### src/rtl/mem_port_arbiter_if.sv
// Bundles the core, debug and memory-macro signals of the shared memory port.
// slave: the arbiter's view; master: the surrounding core/debug/memory side.
interface mem_port_arbiter_if #(
  parameter int ADDR_W = 7,
  parameter int DATA_W = 32
);
  logic              core_req;
  logic              core_we;
  logic [ADDR_W-1:0] core_addr;
  logic [DATA_W-1:0] core_wdata;
  logic              core_ack;
  logic              core_wait;

  logic              dbg_req;
  logic              dbg_we;
  logic [ADDR_W-1:0] dbg_addr;
  logic [DATA_W-1:0] dbg_wdata;
  logic              dbg_ack;
  logic              dbg_hold;

  logic [DATA_W-1:0] rd_data;
  logic              busy;

  logic              mem_en;
  logic              mem_we;
  logic [ADDR_W-1:0] mem_addr;
  logic [DATA_W-1:0] mem_wdata;
  logic [DATA_W-1:0] mem_rdata;

  modport slave (
    input  core_req, core_we, core_addr, core_wdata,
    input  dbg_req, dbg_we, dbg_addr, dbg_wdata, dbg_hold,
    input  mem_rdata,
    output core_ack, core_wait, dbg_ack, rd_data, busy,
    output mem_en, mem_we, mem_addr, mem_wdata
  );

  modport master (
    output core_req, core_we, core_addr, core_wdata,
    output dbg_req, dbg_we, dbg_addr, dbg_wdata, dbg_hold,
    output mem_rdata,
    input  core_ack, core_wait, dbg_ack, rd_data, busy,
    input  mem_en, mem_we, mem_addr, mem_wdata
  );
endinterface

### src/rtl/mem_port_arbiter.sv
// Core/debug arbiter for a single-port memory: one transaction at a time, IDLE->ISSUE->WAIT->ACK.
// Round-robin on ties; define ARB_FIXED_PRIO_EN to make debug always win ties.
module mem_port_arbiter #(
  parameter int ADDR_W  = 7,
  parameter int DATA_W  = 32,
  parameter int MEM_LAT = 1
) (
  input logic clk,
  input logic rst,
  mem_port_arbiter_if.slave bus
);

  localparam int CNT_W = 3;

  typedef enum logic [1:0] {
    IDLE  = 2'd0,
    ISSUE = 2'd1,
    WAIT  = 2'd2,
    ACK   = 2'd3
  } state_t;

  state_t            r_state;
  logic              r_owner_dbg;
  logic              r_we;
  logic [CNT_W-1:0]  r_cnt;
  logic              r_core_ack;
  logic              r_dbg_ack;
  logic              r_busy;
  logic              r_mem_en;
  logic              r_mem_we;
  logic [ADDR_W-1:0] r_mem_addr;
  logic [DATA_W-1:0] r_mem_wdata;
  logic [DATA_W-1:0] r_rd_data;
`ifndef ARB_FIXED_PRIO_EN
  logic              r_last_dbg;
`endif

  logic              w_core_elig;
  logic              w_dbg_elig;
  logic              w_grant;
  logic              w_pick_dbg;
  logic              w_we;
  logic [ADDR_W-1:0] w_addr;
  logic [DATA_W-1:0] w_wdata;

  assign w_core_elig = bus.core_req & ~bus.dbg_hold;
  assign w_dbg_elig  = bus.dbg_req;
  assign w_grant     = w_core_elig | w_dbg_elig;

`ifdef ARB_FIXED_PRIO_EN
  assign w_pick_dbg = w_dbg_elig;
`else
  // On a tie, debug wins only if the core was served last.
  assign w_pick_dbg = w_dbg_elig & (~w_core_elig | ~r_last_dbg);
`endif

  assign w_we    = w_pick_dbg ? bus.dbg_we    : bus.core_we;
  assign w_addr  = w_pick_dbg ? bus.dbg_addr  : bus.core_addr;
  assign w_wdata = w_pick_dbg ? bus.dbg_wdata : bus.core_wdata;

  always_ff @(posedge clk) begin
    if (rst) begin
      r_state     <= IDLE;
      r_owner_dbg <= 1'b0;
      r_we        <= 1'b0;
      r_cnt       <= '0;
      r_core_ack  <= 1'b0;
      r_dbg_ack   <= 1'b0;
      r_busy      <= 1'b0;
      r_mem_en    <= 1'b0;
      r_mem_we    <= 1'b0;
      r_mem_addr  <= '0;
      r_mem_wdata <= '0;
      r_rd_data   <= '0;
`ifndef ARB_FIXED_PRIO_EN
      r_last_dbg  <= 1'b1;
`endif
    end else begin
      r_core_ack <= 1'b0;
      r_dbg_ack  <= 1'b0;
      case (r_state)
        IDLE: begin
          if (w_grant) begin
            r_owner_dbg <= w_pick_dbg;
            r_we        <= w_we;
            r_mem_addr  <= w_addr;
            r_mem_wdata <= w_wdata;
            r_mem_we    <= w_we;
            r_mem_en    <= 1'b1;
            r_busy      <= 1'b1;
            r_state     <= ISSUE;
          end
        end
        ISSUE: begin
          r_mem_en <= 1'b0;
          r_mem_we <= 1'b0;
          r_cnt    <= CNT_W'(MEM_LAT);
          r_state  <= WAIT;
        end
        WAIT: begin
          // Last WAIT cycle is the one where mem_rdata is valid.
          if (r_cnt == CNT_W'(1)) begin
            if (!r_we) begin
              r_rd_data <= bus.mem_rdata;
            end
            r_core_ack <= ~r_owner_dbg;
            r_dbg_ack  <= r_owner_dbg;
            r_state    <= ACK;
          end else begin
            r_cnt <= r_cnt - CNT_W'(1);
          end
        end
        ACK: begin
`ifndef ARB_FIXED_PRIO_EN
          r_last_dbg <= r_owner_dbg;
`endif
          r_busy  <= 1'b0;
          r_state <= IDLE;
        end
        default: r_state <= IDLE;
      endcase
    end
  end

  assign bus.core_ack  = r_core_ack;
  assign bus.dbg_ack   = r_dbg_ack;
  assign bus.core_wait = bus.core_req & ~r_core_ack;
  assign bus.busy      = r_busy;
  assign bus.rd_data   = r_rd_data;
  assign bus.mem_en    = r_mem_en;
  assign bus.mem_we    = r_mem_we;
  assign bus.mem_addr  = r_mem_addr;
  assign bus.mem_wdata = r_mem_wdata;

endmodule
### src/flat_wrapper.sv
// flat-port wrapper written by rule: the top's interface ports become plain ports
module mem_port_arbiter_flat 
#(
  parameter int ADDR_W  = 7,
  parameter int DATA_W  = 32,
  parameter int MEM_LAT = 1
)
  (clk, rst, bus_core_req, bus_core_we, bus_core_addr, bus_core_wdata, bus_dbg_req, bus_dbg_we, bus_dbg_addr, bus_dbg_wdata, bus_dbg_hold, bus_mem_rdata, bus_core_ack, bus_core_wait, bus_dbg_ack, bus_rd_data, bus_busy, bus_mem_en, bus_mem_we, bus_mem_addr, bus_mem_wdata);
  mem_port_arbiter_if #(.ADDR_W(ADDR_W), .DATA_W(DATA_W)) bus_i ();
  input logic clk;
  input logic rst;
  input wire logic [$bits(bus_i.core_req)-1:0] bus_core_req;
  input wire logic [$bits(bus_i.core_we)-1:0] bus_core_we;
  input wire logic [$bits(bus_i.core_addr)-1:0] bus_core_addr;
  input wire logic [$bits(bus_i.core_wdata)-1:0] bus_core_wdata;
  input wire logic [$bits(bus_i.dbg_req)-1:0] bus_dbg_req;
  input wire logic [$bits(bus_i.dbg_we)-1:0] bus_dbg_we;
  input wire logic [$bits(bus_i.dbg_addr)-1:0] bus_dbg_addr;
  input wire logic [$bits(bus_i.dbg_wdata)-1:0] bus_dbg_wdata;
  input wire logic [$bits(bus_i.dbg_hold)-1:0] bus_dbg_hold;
  input wire logic [$bits(bus_i.mem_rdata)-1:0] bus_mem_rdata;
  output wire logic [$bits(bus_i.core_ack)-1:0] bus_core_ack;
  output wire logic [$bits(bus_i.core_wait)-1:0] bus_core_wait;
  output wire logic [$bits(bus_i.dbg_ack)-1:0] bus_dbg_ack;
  output wire logic [$bits(bus_i.rd_data)-1:0] bus_rd_data;
  output wire logic [$bits(bus_i.busy)-1:0] bus_busy;
  output wire logic [$bits(bus_i.mem_en)-1:0] bus_mem_en;
  output wire logic [$bits(bus_i.mem_we)-1:0] bus_mem_we;
  output wire logic [$bits(bus_i.mem_addr)-1:0] bus_mem_addr;
  output wire logic [$bits(bus_i.mem_wdata)-1:0] bus_mem_wdata;
  assign bus_i.core_req = bus_core_req;
  assign bus_i.core_we = bus_core_we;
  assign bus_i.core_addr = bus_core_addr;
  assign bus_i.core_wdata = bus_core_wdata;
  assign bus_i.dbg_req = bus_dbg_req;
  assign bus_i.dbg_we = bus_dbg_we;
  assign bus_i.dbg_addr = bus_dbg_addr;
  assign bus_i.dbg_wdata = bus_dbg_wdata;
  assign bus_i.dbg_hold = bus_dbg_hold;
  assign bus_i.mem_rdata = bus_mem_rdata;
  assign bus_core_ack = bus_i.core_ack;
  assign bus_core_wait = bus_i.core_wait;
  assign bus_dbg_ack = bus_i.dbg_ack;
  assign bus_rd_data = bus_i.rd_data;
  assign bus_busy = bus_i.busy;
  assign bus_mem_en = bus_i.mem_en;
  assign bus_mem_we = bus_i.mem_we;
  assign bus_mem_addr = bus_i.mem_addr;
  assign bus_mem_wdata = bus_i.mem_wdata;
  mem_port_arbiter #(.ADDR_W(ADDR_W), .DATA_W(DATA_W), .MEM_LAT(MEM_LAT)) u_core (.clk(clk), .rst(rst), .bus(bus_i));
endmodule
### config.mk
export PLATFORM = sky130hd
export DESIGN_NAME = mem_port_arbiter_flat
export DESIGN_NICKNAME = d
export VERILOG_FILES = /design/src/rtl/mem_port_arbiter_if.sv /design/src/rtl/mem_port_arbiter.sv /design/src/flat_wrapper.sv
export SDC_FILE = /design/constraint.sdc
export NUM_CORES = 1
export LEC_CHECK = 0
export ABC_CLOCK_PERIOD_IN_PS = 1600
export CELL_PAD_IN_SITES_DETAIL_PLACEMENT = 1
export CELL_PAD_IN_SITES_GLOBAL_PLACEMENT = 1
export CORE_MARGIN = 5
export CORE_UTILIZATION = 24
export DETAILED_ROUTE_END_ITERATION = 10
export PLACE_DENSITY_LB_ADDON = 0.1
export RECOVER_POWER = 25
export SKIP_CTS_REPAIR_TIMING = 1
export SLEW_MARGIN = 20
export SYNTH_ARGS = -nofsm -noshare
export SYNTH_HDL_FRONTEND = slang
export SYNTH_SLANG_ARGS = --single-unit
### constraint.sdc
create_clock -name clk -period 1.6 [get_ports clk]
set_clock_uncertainty 0.2 [all_clocks]
set_input_delay 0.4 -clock clk [delete_from_list [all_inputs] [get_ports clk]]
set_output_delay 0.4 -clock clk [all_outputs]
set_load 0.01 [all_outputs]
==> results.md, run 1 <==
- Nets@finish: 776
- Routed WL: 16410 um
- Largest fanout on the critical path: 8
- Die Wd: 129.8 um
- FF+latch area: 1688 um^2
- Worst Setup SP: u_core.r_state[1]$_SDFFE_PP0P_
- HPWL after DPL: 9865 um
- Failing checks: negative setup slack
- Ant. Diodes: 0
- Clk root buf: clkbuf_16
- Post-route insts no fill: 837
- Largest net degree at the start of global routing: 39
- Drt first pass iters: 4
- Max cap viols: 0
- Vias in the first global route: 4172
- Slew Viols, Final: 0
- Worst setup EP type: register
- Mapped Cells: 430
- DR DRC count: 0
- Ys Warns: 0
- CTS Buf Count: 9
- Initial Utilization: 24.62%
- Die span in y: 129.8 um
- CP max-delay cell: dfxtp_4
- Clock insertion delay at the later pin of the skew report: 0.34 ns
- Worst r2r dst: u_core.bus.mem_wdata[11]$_SDFFE_PP0P_
- VDD IR-drop max: 0.6014 mV
- Via/cell ratio: 4.785
- Data arrival, critical path: 1.70 ns
- Hold wc startpoint: rst
- Routed vias: 4005
- CP Buf/Inv Count: 3
- Hold/Removal Path Class: input pin to register
- R2R depth: 7
- Final setup fails: 32
- # port buffers: 193
- Setup ws final: -0.04238 ns
- Crit path kind: register to register
- Grt total ovfl: 0
- Io pins: 194
- DRT iter0 DRCs: 106
- Yosys reg bits: 84
- H-Tree Depth: 3
- Mapped Avg Cell Area: 8.011 um^2
- Netlist cell types: 38
- CP Launch Type: register
- Reg2reg start: u_core.r_state[1]$_SDFFE_PP0P_
- Crit path cell chain: inv_4, ha_4, a21boi_4, buf_12, buf_12, nor2_1, a211oi_2
- CP delay by family, top: compound AO/OA/AOI/OAI gates
- Slew HR: 72.81%
- Area growth syn-to-layout: 115.1%
- WL/cell: 19.61 um
- Max Fclk: 608.9 MHz
- Core footprint: 13990 um^2
- GPL Wtd Cong: 0.7867
- Area occupied by multi-input gates: 2301 um^2
- Most Frequent Cell on Critical Path: buf_12
- Worst Setup EP: u_core.bus.mem_wdata[11]$_SDFFE_PP0P_
- Tot GR Track Use: 15.82%
- CTS sink cnt: 84
- WP depth: 7
- Power Density: 1289 nW/um^2
- FILL cells: 1542
- Leak: 3.896 nW
- Clk slew on worst S/H paths: 0.06 ns
- Initial antenna violation count: 1
- Data required time of the worst path: 1.66 ns
- Overall Power: 9.551 mW
- Slowest cell delay on critical path: 0.37 ns
- Sequential element share of the synthesized area: 48.82%
- Site row count: 43
- Fin. Hold Viols: 0
- Placed cell count: 795
- CTS tree: yes
- Reg2reg setup slack: -0.04 ns
- CTS max path bufs: 2
- RSZ-0062 raised after global routing: yes
- Final period utilization: 102.6%
- Status: complete, but fails checks
- Mapped Area: 3445 um^2
- First-pass GRT wire length: 21070 um
- Min cycle time layout: 1.642 ns
- Fraction of layout cells with a size suffix above 1: 34.09%
- Slew @ Worst Pin: 0.4079 ns
- ANT nets after route: 0
- Die ar.: 16850 um^2
- Syn Nets: 554
## cell type report
| class | count | share of cell area [%] |
|---|---|---|
| Sequential cell | 84 | 22.78 |
| Inverter | 9 | 0.5234 |
| Tap cell | 180 | 3.039 |
| Clock inverter | 4 | 0.6416 |
| Clock buffer | 12 | 3.461 |
| Timing Repair Buffer | 243 | 38.51 |
| Multi-Input combinational cell | 305 | 31.05 |
## routing by layer
| layer | wire length [um] | vias to the layer above | global-route usage [%] |
|---|---|---|---|
| li1 | - | 1911 | - |
| met1 | 6784 | 1924 | 18.06 |
| met2 | 7808 | 145 | 25.87 |
| met3 | 1458 | 23 | 7.041 |
| met4 | 353 | 2 | 6.479 |
| met5 | 7 | - | 0 |
## synthesized netlist by cell type
library cell / n / share of area, %
buf_6: 6 / 2.0
a221oi_1: 1 / 0.25
clkbuf_2: 2 / 0.29
nor2b_1: 2 / 0.36
inv_1: 9 / 0.98
nor3_1: 1 / 0.15
or2_1: 1 / 0.18
a21oi_2: 1 / 0.25
nand3b_2: 1 / 0.33
a2bb2oi_1: 1 / 0.25
nand2b_1: 1 / 0.18
a21boi_2: 1 / 0.33
nor2_1: 14 / 1.5
ha_1: 7 / 2.5
nand2b_4: 1 / 0.40
nand3b_1: 1 / 0.22
o21ai_2: 1 / 0.25
nor2_2: 1 / 0.18
a21boi_0: 1 / 0.22
buf_2: 11 / 1.6
nor3b_1: 1 / 0.22
o21ai_0: 35 / 5.1
buf_1: 1 / 0.11
a211oi_1: 8 / 1.7
o32ai_1: 1 / 0.25
nor2b_4: 1 / 0.40
a21oi_1: 107 / 16
nor4bb_1: 1 / 0.29
and3_1: 1 / 0.18
clkbuf_1: 10 / 1.1
nand2_1: 107 / 12
a22oi_1: 1 / 0.22
mux2i_1: 2 / 0.58
dfxtp_1: 84 / 49
o21a_1: 1 / 0.22
a32oi_1: 1 / 0.25
o211ai_1: 2 / 0.44
buf_4: 2 / 0.44
## worst min path at each step
stage                                                       end  depth (start not counted)  slack, ns
after floorplan                  u_core.bus.core_ack$_SDFF_PP0_                          1       0.24
after detailed placement     u_core.bus.rd_data[5]$_SDFFE_PP0P_                          2       0.25
after CTS                 u_core.bus.mem_wdata[10]$_SDFFE_PP0P_                          3       0.21
after global routing      u_core.bus.mem_wdata[11]$_SDFFE_PP0P_                          3       0.25
final                     u_core.bus.mem_wdata[12]$_SDFFE_PP0P_                          3       0.24
after global placement      u_core.bus.rd_data[14]$_SDFFE_PP0P_                          2       0.24
## worst min-delay path, cell delays in order
cell and delay (ns):
buf_2 0.11, buf_4 0.17, a211oi_2 0.04
## placed cells by master, fill, tap and decap left out, types with 3 or more instances in the layout
cell type and n:
buf_2 3, dfxtp_1 81, o21ai_4 4, o21ai_1 5, inv_1 5, nor2_2 4
a21oi_2 60, nor2_1 10, ha_1 4, buf_8 3, nand2_4 33, a21oi_4 3
buf_12 11, buf_6 9, o21ai_2 25, clkdlybuf4s50_1 112, ha_4 3, buf_4 16
dlymetal6s2s_1 78, clkbuf_16 19, nand2_1 74, a21oi_1 45, a211oi_2 7
## cell families (layout without fill, tap and decap cells)
family                   after synthesis  count (layout)  synth area share, %
buffers and inverters                 41             268                6.465
adder cells (fa/ha/maj)                7               7                2.543
AO/OA/AOI/OAI                        162             162                25.32
multiplexers                           2               2               0.5812
flip-flops                            84              84                48.82
AND/OR/NAND/NOR                      134             134                16.27
## flip-flops by register name, summed over array words and instances (netlist names)
signal / flops
u_core.bus.mem_wdata: 32
u_core.bus.rd_data: 32
u_core.bus.mem_addr: 7
u_core.r_cnt: 3
u_core.r_state: 2
u_core.bus.busy: 1
u_core.bus.core_ack: 1
u_core.bus.dbg_ack: 1
u_core.bus.mem_en: 1
u_core.bus.mem_we: 1
u_core.r_last_dbg: 1
u_core.r_owner_dbg: 1
u_core.r_we: 1
## power breakdown
group          switching (mW)  internal [mW]
Combinational            2.11           2.42
Clock                   0.856           1.29
Sequential              0.337           2.53
Total                    3.31           6.24
## per-stage QoR
step / hold slack (ns) / TNS, ns / util, % / area (um^2) / worst slack, ns
detailed placement: 0.2476 / -22.50 / 40.85 / 5714 / -0.5783
finish: 0.2395 / -0.7233 / 52.98 / 7411 / -0.04238
CTS: 0.2125 / -25.21 / 43.02 / 6018 / -0.5875
floorplan: 0.2373 / 0 / - / 3461 / 0.006816
global placement: 0.2405 / -21.08 / 40.85 / 5714 / -0.5504
global route: 0.2452 / -4.274 / 52.98 / 7411 / -0.1146
Power figures use the tool's default switching activity.
==> run 2: changes to the inputs <==
RECOVER_POWER = 100   (was 25)
==> results of run 2 <==
The final DEF is identical to that of run 1; final timing and power are the same.
==> run 3: changes to the inputs <==
CORE_UTILIZATION = 38   (was 24)
DONT_BUFFER_PORTS = 1   (was unset)
PLACE_DENSITY = 0.72   (was unset)
PLACE_DENSITY_LB_ADDON = unset   (was 0.1)
==> run 3 against run 2 <==
Via count is 21% lower. Sequential share of layout area rose by 17 points. Routed wire length shrank 30%. Sequential cell count is the same. Critical path depth unchanged. Power is 30% lower. Combinational power down 54%. Highest routed layer is now met4. Largest power group is now registers. Design area fell by 42%. The run ends with negative hold slack, negative setup slack left. Register-to-register slack is essentially flat. Largest cell class is now flip-flops and latches. Non-clock buffer count decreased by 189. Utilization decreased by 4.1 points. Sequential power grew 6%.
==> results.md, run 3 (synthesized netlist as in run 1, its figures left out) <==
- Hold Path End: u_core.bus.rd_data[22]$_SDFFE_PP0P_
- Io pins: 194 (unchanged)
- Routed vias: 3166 (-21%)
- Combinational Power Share: 31.7% (-16 points)
- Area growth syn-to-layout: 24.26%
- Initial Utilization: 39.31% (+15 points)
- Via/cell ratio: 5.497 (+15%)
- Int Pwr: 4.188 mW (-33%)
- Clock power share: 22.5% (about the same)
- Leak: 1.646 nW (-58%)
- Site row count: 34 (-21%)
- Reg2reg start: u_core.r_state[1]$_SDFFE_PP0P_
- CTS max path bufs: 2 (unchanged)
- Post-route insts no fill: 576 (-31%)
- Hold/Removal Path Class: input pin to register
- Max Fclk: 604.6 MHz (-0.70%)
- CP Launch Type: register
- Power Density: 1555 nW/um^2 (+21%)
- Most frequent cells in the layout: 106 x nand2_1, 106 x a21oi_1, 82 x dfxtp_1, 31 x dlygate4sd3_1, 19 x o21ai_1
- ANT nets after route: 0 (unchanged)
- Worst setup EP type: register
- Die span in y: 105.2 um (-19%)
- HPWL after DPL: 7478 um (-24%)
- First-pass GRT wire length: 16270 um (-23%)
- Grt total ovfl: 0 (unchanged)
- DR DRC count: 0 (unchanged)
- Hold wc startpoint: rst
- Data required time of the worst path: 1.67 ns (about the same)
- Placed cell count: 520 (-35%)
- Clock insertion delay at the later pin of the skew report: 0.35 ns (about the same)
- Worst r2r dst: u_core.bus.mem_wdata[29]$_SDFFE_PP0P_
- Overall Power: 6.657 mW (-30%)
- R2R depth: 7 (unchanged)
- Post-Route Setup TNS: -0.06273 ns (+0.6606 ns)
- Slew HR: 84.19% (+11 points)
- Final period utilization: 103.4% (+0.72 points)
- Hold path depth: 1 (-2)
- RSZ-0062 raised after global routing: yes
- Setup ws final: -0.05390 ns (-0.01152 ns)
- Nets@finish: 587 (-24%)
- Crit path kind: register to register
- Tot GR Track Use: 17.85% (+2.0 points)
- Slew @ Worst Pin: 0.2339 ns (-0.1740 ns)
- Routed WL: 11410 um (-30%)
- Worst Setup SP: u_core.r_state[1]$_SDFFE_PP0P_
- Max cap viols: 0 (unchanged)
- CTS tree: yes
- Sequential share of power: 45.8% (+16 points)
- Failing checks: negative hold slack, negative setup slack
- CTS sink cnt: 84 (unchanged)
- # port buffers: 0 (-100%)
- VDD IR-drop max: 0.6572 mV (+9.3%)
- Clk slew on worst S/H paths: 0.09 ns (+0.03 ns)
- Min cycle time layout: 1.654 ns (+0.01152 ns)
- Initial antenna violation count: 0 (-1)
- CTS Buf Count: 9 (unchanged)
- Final hold slack: -0.09664 ns (-0.3362 ns)
- Fin. Hold Viols: 49 (+49)
- Reg2reg setup slack: -0.05 ns (about the same)
- Ant. Diodes: 0 (unchanged)
- DRT iter0 DRCs: 97 (-8.5%)
- WL/cell: 19.81 um (+1.0%)
- Switch Pwr: 2.469 mW (-25%)
- Drt first pass iters: 4 (unchanged)
- Core footprint: 8763 um^2 (-37%)
- Clk root buf: clkbuf_8
- H-Tree Depth: 3 (unchanged)
- Fraction of layout cells with a size suffix above 1: 13.89% (-20 points)
- Die Wd: 105.2 um (-19%)
- Largest net degree at the start of global routing: 51 (+31%)
- Die ar.: 11070 um^2 (-34%)
- Post-layout util: 48.84% (-4.1 points)
- Status: complete, but fails checks
- Largest fanout on the critical path: 11 (+3)
- Sw Share: 37.08% (+2.5 points)
- Slew Viols, Final: 0 (unchanged)
- Final setup fails: 2 (-94%)
- FILL cells: 1031 (-33%)
- GPL Wtd Cong: 0.7331 (-6.8%)
- Vias in the first global route: 3142 (-25%)
- Data arrival, critical path: 1.72 ns (+0.02 ns)
[run 3: changes by cell type in the layout (fill, tap and decap cells not counted), sizes merged]
cell	before	now
buf	42	23
dlymetal6s2s	78	0
dlygate4sd3	0	31
clkinvlp	1	2
clkdlybuf4s50	112	0
clkbuf	23	12
bufinv	1	0
[run 3: area by class of cell]
cell class | count | area [um^2] | area share, %
clock buffer | 12 | 165.2 | 3.859
timing repair buffer | 54 | 588.1 | 13.74
inverter | 9 | 38.79 | 0.9062
clock inverter | 4 | 32.53 | 0.7600
sequential | 84 | 1687 | 39.40
multi-input combinational | 305 | 1634 | 38.18
tap | 108 | 135.1 | 3.157
[run 3: power groups by stage]
stage / Clock [mW] / Sequential, mW / Combinational [mW]
floorplan: 0 / 2.94 / 1.22
global placement: 0 / 3.06 / 1.55
detailed placement: 0 / 3.07 / 1.63
CTS: 1.54 / 3.03 / 1.64
global route: 1.62 / 3.10 / 2.34
finish: 1.50 / 3.05 / 2.11
[run 3: worst max path at each step]
stage                                            end  slack (ns)  cells past startpoint
2_1_floorplan     u_core.bus.rd_data[0]$_SDFFE_PP0P_       0.007                      8
3_3_place_gp          u_core.bus.mem_we$_SDFFE_PP0P_      -0.007                      5
3_5_place_dp     u_core.bus.mem_addr[1]$_SDFFE_PP0P_       -0.09                      6
4_1_cts          u_core.bus.mem_addr[1]$_SDFFE_PP0P_       -0.11                      6
5_1_grt        u_core.bus.mem_wdata[29]$_SDFFE_PP0P_       -0.15                      7
6_report       u_core.bus.mem_wdata[29]$_SDFFE_PP0P_       -0.05                      7
[run 3: layer usage]
| metal | track usage (%) | vias up | part of all wire [%] | wire [um] |
|---|---|---|---|---|
| met3 | 7.946 | 16 | 9.6 | 1092 |
| met5 | 0 | - | 0 | 0 |
| met2 | 29.98 | 128 | 50 | 5759 |
| met4 | 5.205 | 0 | 1.5 | 166 |
| met1 | 20.46 | 1504 | 38 | 4392 |
| li1 | - | 1518 | - | - |
[run 3: worst max-delay path: stages, from the launching register on]
cell and delay (ns):
dfxtp_4 0.38, inv_4 0.07, ha_4 0.17, a21boi_4 0.20, buf_4 0.16, buf_8 0.14, o21ai_0 0.09, a21oi_1 0.18
[run 3: stage by stage]
step,setup slack [ns],cell area [um^2]
floorplan,0.006816,3461
global placement,-0.007201,3587
detailed placement,-0.09021,3587
CTS,-0.1077,3785
global route,-0.1485,4280
finish,-0.05390,4280
